--- src/rtl/color_palette_mapper.sv ---
// Palette lookup with a two-stage registered pipeline and an optional blink that
// blanks every pixel except the background index.
module color_palette_mapper #(
  parameter int COLOR_W      = 8,
  parameter int IDX_W        = 2,
  parameter int BLINK_PERIOD = 25000000
) (
  input  logic                 clk,
  input  logic                 rst_n,
  input  logic                 pal_we,
  input  logic [IDX_W-1:0]     pal_addr,
  input  logic [3*COLOR_W-1:0] pal_data,
  input  logic                 blink_en,
  input  logic                 pix_valid,
  input  logic [IDX_W-1:0]     pix_idx,
  output logic                 pix_valid_out,
  output logic [COLOR_W-1:0]   red_out,
  output logic [COLOR_W-1:0]   green_out,
  output logic [COLOR_W-1:0]   blue_out
);
  localparam int DEPTH = 2 ** IDX_W;
  localparam int DW    = 3 * COLOR_W;
  localparam int CW    = $clog2(BLINK_PERIOD);
  localparam logic [CW-1:0] CNT_LAST = CW'(BLINK_PERIOD - 1);

  logic [DW-1:0] pal_q [DEPTH];
  logic [DW-1:0] pal_d [DEPTH];
  logic [CW-1:0] cnt_q, cnt_d;
  logic          phase_q, phase_d;
  logic          s1_valid_q, s1_valid_d;
  logic          s1_blank_q, s1_blank_d;
  logic [DW-1:0] s1_color_q, s1_color_d;
  logic          out_valid_q, out_valid_d;
  logic [DW-1:0] out_color_q, out_color_d;

  always_comb begin
    pal_d = pal_q;
    if (pal_we) pal_d[pal_addr] = pal_data;
  end

  // Phase 0 is visible, phase 1 blanks; disabling returns to the visible phase.
  always_comb begin
    cnt_d   = '0;
    phase_d = 1'b0;
    if (blink_en) begin
      if (cnt_q == CNT_LAST) begin
        cnt_d   = '0;
        phase_d = ~phase_q;
      end else begin
        cnt_d   = cnt_q + CW'(1);
        phase_d = phase_q;
      end
    end
  end

  // The read uses pal_q, so a same-edge write is seen only by later pixels.
  always_comb begin
    s1_valid_d  = pix_valid;
    s1_color_d  = pal_q[pix_idx];
    s1_blank_d  = blink_en & phase_q & (pix_idx != '0);
    out_valid_d = s1_valid_q;
    out_color_d = (s1_valid_q && !s1_blank_q) ? s1_color_q : '0;
  end

  always_ff @(posedge clk) begin
    if (!rst_n) begin
      for (int i = 0; i < DEPTH; i++) pal_q[i] <= (i == 0) ? '0 : '1;
      cnt_q       <= '0;
      phase_q     <= 1'b0;
      s1_valid_q  <= 1'b0;
      s1_blank_q  <= 1'b0;
      s1_color_q  <= '0;
      out_valid_q <= 1'b0;
      out_color_q <= '0;
    end else begin
      pal_q       <= pal_d;
      cnt_q       <= cnt_d;
      phase_q     <= phase_d;
      s1_valid_q  <= s1_valid_d;
      s1_blank_q  <= s1_blank_d;
      s1_color_q  <= s1_color_d;
      out_valid_q <= out_valid_d;
      out_color_q <= out_color_d;
    end
  end

  assign pix_valid_out = out_valid_q;
  assign red_out       = out_color_q[DW-1 -: COLOR_W];
  assign green_out     = out_color_q[2*COLOR_W-1 -: COLOR_W];
  assign blue_out      = out_color_q[COLOR_W-1:0];
endmodule

--- config.mk ---
export PLATFORM = sky130hd
export DESIGN_NAME = color_palette_mapper
export DESIGN_NICKNAME = d
export VERILOG_FILES = /design/src/rtl/color_palette_mapper.sv
export SDC_FILE = /design/constraint.sdc
export NUM_CORES = 1
export LEC_CHECK = 0
export BUFFER_PORTS_ARGS = -buffer_cell sky130_fd_sc_hd__buf_2
export CAP_MARGIN = 20
export CORE_MARGIN = 2
export CORE_UTILIZATION = 35
export CTS_CLUSTER_SIZE = 14
export DETAILED_ROUTE_END_ITERATION = 10
export RECOVER_POWER = 50
export SLEW_MARGIN = 20
export SYNTH_ARGS = -nofsm -noshare
export SYNTH_HDL_FRONTEND = slang
export SYNTH_SLANG_ARGS = --single-unit
--- constraint.sdc ---
create_clock -name clk -period 2.01 [get_ports clk]
set_input_delay 0.201 -clock clk [delete_from_list [all_inputs] [get_ports clk]]
set_output_delay 0.201 -clock clk [all_outputs]
set_load 0.005 [all_outputs]
[After elaboration in Yosys (flattened, before gate mapping)]
Cells that the tools add are included.
Word-level totals
  bits in registers: 173
  bits of input ports: 33
  word-level logic and storage cells: 36
Cells by class
  add/sub/neg operators: 1
  order comparisons: 3
  equal/unequal tests: 1
  multiplexer cells: 6
  bitwise logic cells: 7
  reductions and logical operators: 7
Operators with widths (number)
  $bwmux 96: 1
  $mux 24: 3
  $bmux 24 s2: 1
  $demux 24 s2: 1
  $add 25x1->25 const B: 1
  $eq 25x25->1 const B: 1
  $ge 3x3->1 const B: 2
  $not 2->3: 2
  $reduce_and 2->1: 2
  $lt 3x1->1 const B: 1
  $not 1->1: 3
  $reduce_or 3->1: 1
  $and 1x1->1: 2
  $logic_and 1x1->1: 2
  $reduce_bool 2->1: 1
  $logic_not 1->1: 1

[Depth between registers and ports, before layout]
Gate-level depths: netlist (run 1).
  depth in word-level cells: 6
  mapped depth: 7
  mapped depth without buffers: 5

[Least setup slack after synthesis (run 1)]
No wires, ideal clock.
  kind: register to register
  start point: register cnt_q[0]
  end point: register cnt_q[2]
  library setup time: 0.118 ns
  data arrival time: 1.711 ns
  data required time: 1.892 ns
  setup slack: 0.181 ns
  cell stages (with the launch flop): 8
  buffers on the path: 2
  period minus slack after synthesis: 1.829 ns
  cells stage by stage: dfxtp_1 > ha_1 > and4_2 > buf_2 > nand2_1 > o311ai_2 > buf_2 > nor2_1
On the way
  longest elaborated chain between the ends: 2
RTL lines
  start: declaration: line 28  | logic [CW-1:0] cnt_q, cnt_d;
  start signal: assignment: line 77  | cnt_q <= cnt_d;
  parallel branches: the longest is 2 deep, another holds $add 25x1->25
Several ways; the timed one is not identified.
A chain may end at the register's enable or synchronous reset.

[Worst setup path after layout (run 1)]
  start point: register cnt_q[11]
  end point: register cnt_q[23]
The elaborated chain is that of the path after synthesis.

==> results.cfg, run 1 <==
[global_route]
grt_use_total_pct = 15.4
globalRouteOverflowTotal = 0
initial_antenna_violation_count = 1
via_count_of_the_first_global_routing_pass = 4687
maximum_number_of_pins_on_one_net_before_global_route_repair = 99
grt_first_pass_wirelength_um = 24100

[hold_path]
hold_path_startpoint = pal_data[9]
cell_count_of_the_worst_hold_path = 3
hold_path.class = input port to flop
hold_path_end = pal_q[33]

[clock_network]
clk_latency_ns = 0.43
tritoncts = built
cts.reportedPaths.clkPinSlew_ns = 0.08
root_buffer = sky130_fd_sc_hd__clkbuf_16
tritoncts_num_sinks = 173
cts-htree-levels = 4
cts_resized = 0
clockBufferDepth = 2
tritoncts.num_buffers = 17

[critical_path]
cp_num_buf_inv = 0
crit_path_max_fanout = 8
slowest_cell_on_crit_path = sky130_fd_sc_hd__or4_1
worst-setup-path-type = flop to flop
critical_path.top_delay_family = simple AND/OR/NAND/NOR gates
r2r_setup_slk_ns = 0.12
reg2reg_depth = 4
critPathArrivalTime_ns = 2.25
worst_path_largest_cell_delay_ns = 0.67
end_kind = flop
critPathRequiredTime_ns = 2.38
timing.rr.end = cnt_q[23]
worstReg2RegStart = cnt_q[11]
startpoint_type = flop
critical_path_cell_sequence = nand3_1, or4_1, or4_4, a21oi_2

[finish]
design_area_sq_mm = 0.00769
area_occupied_by_multi_input_gates_sq_mm = 0.00287
fillerInstances = 1861
ratio_of_cells_with_drive_above_1_in_the_final_layout_pct = 17.8
layout-area-overhead-vs-synth_pct = 17.3
fin_nets = 786
final-seq-area_sq_mm = 0.00346

[floorplanning]
initial_core_util_pct = 35.4
floorplan.io_pins = 58
die_width_um = 141
die_area_sq_mm = 0.0198
dieHeight_um = 141
core_region_area_sq_mm = 0.0185
rows = 50

[yosys]
syn_avg_cell_area_sq_um = 9.28
synth_sequential_area_ratio_pct = 52.9
yosysUniqueCellTypes = 42
synth_top_cell_area_share_pct = 52.9
synth.area.top_cells = sky130_fd_sc_hd__dfxtp_1, sky130_fd_sc_hd__nand2_1, sky130_fd_sc_hd__mux4_2
synth-seq-cells = 173
synth_area_sq_mm = 0.00655
post_synth_top_area_cell = sky130_fd_sc_hd__dfxtp_1
ys.warnings.count = 0
synthCells = 706
number_of_nets_in_the_synthesized_netlist = 740

[sta]
worst_clock_skew_ns = 0.00700
max_slew_margin_pct = -4.00
report.final.hold_viol_count = 0
report.final.setup_viol = 0
worst_slew_pin_slew_ns = 1.56
final_min_period_over_clock_period_pct = 93.8
final.setup.tns_ns = 0
grt_setup_unrepaired = no
maxSlewViolCount = 99
final_period_minus_worst_setup_slack_ns = 1.89
f_max_mhz = 530

[placed_design]
post_dp_cell_area_sq_mm = 0.00710
gp_routability_congestion = 0.804
buffer_ports.inserted = 57
detailed_place_hpwl_um = 8720

[run_status]
outcome = finished with violations
violations_in_the_final_reports = capacitance limit, slew limit

[power_and_ir_drop]
leakagePower_nw = 3.14
vdd_ir_drop_max_mv = 0.684
cellPowerDensity_mw_per_mm2 = 965

[route]
drc_errors = 0
detail_route.wirelength_um = 14700
drt_first_pass_iters = 4
vias = 4824
drt_iter0_drc = 365
wl_per_cell_um = 14.7
ant_nets = 0
routed_via_density = 4.82

[job]
drv.max_cap_violation_count = 1
layer usage:
layer  vias up  share of wire [%]  wire length, um  GRT usage, %
met3        12                4.5              661          3.67
met2        88                 46             6850          24.4
met1      2252                 48             7090          21.2
li1       2472                  -                -             -
met5         -                  0                0             0
met4         0               0.92              135          4.26
layout make-up:
| cell class | instances | share of cell area (%) |
|---|---|---|
| sequential | 173 | 45.1 |
| clock buffer | 17 | 5.53 |
| inverter | 4 | 0.195 |
| clock inverter | 15 | 2.15 |
| tap | 234 | 3.81 |
| multi-input combinational | 479 | 37.4 |
| timing repair buffer | 77 | 5.84 |
| antenna | 1 | 0.0326 |
cells in the mapped netlist, drive strengths merged:
cell type / number
nand2: 200
dfxtp: 173
nand3: 83
and2: 51
clkbuf: 41
a21boi: 24
mux4: 24
nor2: 16
a21oi: 11
nand4: 10
buf: 9
o21ai: 6
xnor2: 6
xor2: 6
and4: 5
or3: 5
inv: 4
nand3b: 4
o31ai: 4
or4: 4
nor3: 3
nor4: 3
nor3b: 2
a31o: 1
and3: 1
and3b: 1
ha: 1
mux2i: 1
nor2b: 1
nor4bb: 1
o2111a: 1
o311ai: 1
or2: 1
or3b: 1
or4b: 1
worst register-to-register path, delay by kind of cell, from the launching register on:
kind | cells | cell delay, ns
AO/OA/AOI/OAI | 1 | 0.14
flip-flops | 1 | 0.45
AND/OR/NAND/NOR | 3 | 1.24
metrics by stage:
step / setup WS, ns / util (%) / hold WS (ns) / cells / total power [W]
final: 0.125 / 41.5 / 0.0291 / 1000 / 0.00742
after global routing: 0.0210 / 41.5 / 0.0293 / 999 / 0.00773
after CTS: 0.100 / 41.6 / 0.0155 / 997 / 0.00751
after detailed placement: 0.101 / 38.3 / 0.411 / 964 / 0.00421
after global placement: 0.157 / 38.3 / 0.410 / 964 / 0.00420
after floorplan: 0.181 / - / 0.325 / 706 / 0.00402
sequential cells by signal (all words and copies together) (netlist names):
name	cells
pal_q	96
cnt_q	25
out_color_q	24
s1_color_q	24
out_valid_d	1
phase_q	1
pix_valid_out	1
s1_blank_q	1
cells by family after synthesis:
family,count (synthesis),synth area share (%)
xor gates and xnor gates,12,1.60
adders and majority gates,1,0.191
AOI/OAI and AO/OA,48,5.12
muxes,25,8.40
buffers and inverters,54,3.34
DFF,173,52.9
and+or+nand+nor,393,28.5
power breakdown:
group | internal (W) | switching [W] | leakage, nW
registers | 0.00358 | 0.0000549 | 1.42
clock network | 0.00178 | 0.00152 | 0.293
logic | 0.000223 | 0.000267 | 1.42
cells in the final DEF, fill, tap and decap left out, types with 2 or more instances in the layout:
cell,netlist,routed
sky130_fd_sc_hd__inv_6,0,6
sky130_fd_sc_hd__inv_8,0,5
sky130_fd_sc_hd__buf_2,6,55
sky130_fd_sc_hd__buf_12,0,2
sky130_fd_sc_hd__nand3_1,82,82
sky130_fd_sc_hd__nor4_1,3,3
sky130_fd_sc_hd__mux4_2,24,24
sky130_fd_sc_hd__nand3b_1,4,4
sky130_fd_sc_hd__dfxtp_1,173,173
sky130_fd_sc_hd__clkbuf_16,0,17
sky130_fd_sc_hd__o31ai_1,4,4
sky130_fd_sc_hd__and2_1,51,45
sky130_fd_sc_hd__nor3_1,3,3
sky130_fd_sc_hd__and4_1,4,4
sky130_fd_sc_hd__o21ai_0,6,6
sky130_fd_sc_hd__nor2_1,16,16
sky130_fd_sc_hd__and2_0,0,6
sky130_fd_sc_hd__clkbuf_1,40,5
sky130_fd_sc_hd__or4_1,3,3
sky130_fd_sc_hd__xor2_1,6,6
sky130_fd_sc_hd__a21oi_1,10,10
sky130_fd_sc_hd__nand4_1,10,10
sky130_fd_sc_hd__inv_1,4,4
sky130_fd_sc_hd__a21boi_0,24,24
sky130_fd_sc_hd__nand2_1,200,200
sky130_fd_sc_hd__or3_1,5,5
sky130_fd_sc_hd__clkinv_4,0,3
sky130_fd_sc_hd__buf_4,2,14
sky130_fd_sc_hd__xnor2_1,6,6
worst max path at each step:
stage | from | endpoint | cells past startpoint
after CTS | cnt_q[0] | cnt_q[24] | 5
final | cnt_q[11] | cnt_q[23] | 4
after floorplan | cnt_q[0] | cnt_q[2] | 7
after global routing | cnt_q[11] | cnt_q[23] | 4
after detailed placement | cnt_q[0] | cnt_q[24] | 5
after global placement | cnt_q[0] | cnt_q[24] | 5
repair_timing:
action / in CTS / in global routing
buffers inserted: 0 / 2
setup endpoints to repair: 0 / 3
hold buffers: 1 / 0
hold endpoints to repair: 1 / 0
(Power assumes the default switching activity.)
==> run 2, diff against run 1 <==
--- a/constraint.sdc
+++ b/constraint.sdc
@@ -3,2 +3,2 @@
 set_output_delay 0.201 -clock clk [all_outputs]
-set_load 0.005 [all_outputs]
+set_load 0.05 [all_outputs]
==> results.cfg, run 2 (synthesized netlist as in run 1, its figures left out) <==
[critical_path]
end_kind = flop
startpoint_type = flop
critPathArrivalTime_ns = 2.26
r2r_setup_slk_ns = 0.13
worst-setup-path-type = flop to flop
crit_path_max_fanout = 8
critPathRequiredTime_ns = 2.38
reg2reg_depth = 4

[clock_network]
tritoncts_num_sinks = 173
root_buffer = sky130_fd_sc_hd__clkbuf_16
cts.reportedPaths.clkPinSlew_ns = 0.07
tritoncts = built
clk_latency_ns = 0.42
clockBufferDepth = 2
cts-htree-levels = 4
tritoncts.num_buffers = 17

[global_route]
grt_first_pass_wirelength_um = 24100
maximum_number_of_pins_on_one_net_before_global_route_repair = 99
globalRouteOverflowTotal = 0
grt_use_total_pct = 15.4
initial_antenna_violation_count = 1
via_count_of_the_first_global_routing_pass = 4687

[power_and_ir_drop]
cellPowerDensity_mw_per_mm2 = 971
p_comb_share_pct = 7.2
internal_power_w = 0.00558
vdd_ir_drop_max_mv = 0.685
leakagePower_nw = 3.14
netSwitchingPower_w = 0.00189
share_clk_of_total_power_pct = 44.2
sw_share_pct = 25.3
seq_power_share_pct = 48.6

[hold_path]
cell_count_of_the_worst_hold_path = 3
hold_path.class = input port to flop

[finish]
layout.cells.most_common_list = sky130_fd_sc_hd__nand2_1, sky130_fd_sc_hd__dfxtp_1, sky130_fd_sc_hd__nand3_1, sky130_fd_sc_hd__buf_2, sky130_fd_sc_hd__and2_1
ratio_of_cells_with_drive_above_1_in_the_final_layout_pct = 17.8
largest_register_ffs = 96
design_area_sq_mm = 0.00769
mostFrequentLayoutCell = sky130_fd_sc_hd__nand2_1
fin_nets = 786
reg.largest.list = pal_q (96), cnt_q (25)
top_register = pal_q
layout-area-overhead-vs-synth_pct = 17.4
fillerInstances = 1860

[run_status]
violations_in_the_final_reports = capacitance limit, slew limit
outcome = finished with violations

[placed_design]
detailed_place_hpwl_um = 8720
post_dp_cell_area_sq_mm = 0.00710
gp_routability_congestion = 0.804
buffer_ports.inserted = 57

[floorplanning]
die_width_um = 141
floorplan.io_pins = 58
initial_core_util_pct = 35.4
die_area_sq_mm = 0.0198
rows = 50
core_region_area_sq_mm = 0.0185
dieHeight_um = 141

[sta]
report.final.setup_viol = 0
grt_setup_unrepaired = no
f_max_mhz = 531
maxSlewViolCount = 99
worst_slew_pin_slew_ns = 1.59
holdWs_ns = 0.0314
max_slew_margin_pct = -6.27
final.setup.tns_ns = 0
report.final.hold_viol_count = 0
final_period_minus_worst_setup_slack_ns = 1.88
worst_clock_skew_ns = 0.00762
final_min_period_over_clock_period_pct = 93.8

[route]
routed_via_density = 4.87
vias = 4867
ant_nets = 0
detail_route.wirelength_um = 14700
drt_iter0_drc = 366
wl_per_cell_um = 14.7
drc_errors = 0
drt_first_pass_iters = 7

[job]
drv.max_cap_violation_count = 1
[run 2: cell types whose count changed in the layout (fill, tap and decap cells not counted)]
cell / change
sky130_fd_sc_hd__and2_0: +3
sky130_fd_sc_hd__buf_2: +1
sky130_fd_sc_hd__or3b_1: +1
sky130_fd_sc_hd__clkbuf_1: -1
sky130_fd_sc_hd__and2_1: -3
sky130_fd_sc_hd__or3b_2: -1
[run 2: final timing paths]
path                                     from             end
worst max-delay path                cnt_q[11]       cnt_q[23]
worst min-delay path              pal_data[9]       pal_q[33]
worst max register to register      cnt_q[11]       cnt_q[23]
worst min register to register  s1_color_q[2]  out_color_q[2]
[run 2: metal layers]
metal	wire length (um)	vias up	global-route usage [%]	share of wire, %
met5	0	-	0	0
met4	131	0	4.26	0.89
met3	611	10	3.67	4.2
met2	6850	105	24.4	47
met1	7120	2278	21.2	48
li1	-	2474	-	-
[run 2: what timing repair did]
| item | CTS | global route |
|---|---|---|
| endpoints found under the setup margin | 0 | 3 |
| resized for setup | 0 | 0 |
| buffers inserted | 0 | 2 |
| hold buffers | 1 | 0 |
| endpoints found under the hold margin | 1 | 0 |
[run 2: worst max-delay path, cell delays in order, from the launching register on]
cell                      delay, ns
sky130_fd_sc_hd__dfxtp_1       0.45
sky130_fd_sc_hd__nand3_1       0.11
sky130_fd_sc_hd__or4_1         0.67
sky130_fd_sc_hd__or4_4         0.46
sky130_fd_sc_hd__a21oi_2       0.14
[run 2: power by group through the flow]
stage	combinational, W	sequential, W	clock (W)
6_report	0.000535	0.00363	0.00330
3_3_place_gp	0.000536	0.00371	0
4_1_cts	0.000545	0.00363	0.00337
3_5_place_dp	0.000541	0.00371	0
5_1_grt	0.000595	0.00364	0.00353
2_1_floorplan	0.000327	0.00374	0
[run 2: area by class of cell]
cell class	count	area (sq um)	share of cell area, %
flip-flops and latches	173	3460	45.0
repair buffers	77	450	5.86
diodes	1	2.50	0.0325
clock inverters	15	165	2.15
clock buffers	17	425	5.53
multi-input cells	479	2870	37.4
inverters	4	15.0	0.195
well taps	234	293	3.81
[run 2: through the flow]
stage	power (W)	cells	util, %	setup slack, ns
floorplan	0.00406	706	-	0.181
global placement	0.00424	964	38.3	0.157
detailed placement	0.00425	964	38.3	0.101
CTS	0.00755	997	41.6	0.100
global route	0.00777	999	41.5	0.0210
finish	0.00746	1000	41.5	0.125
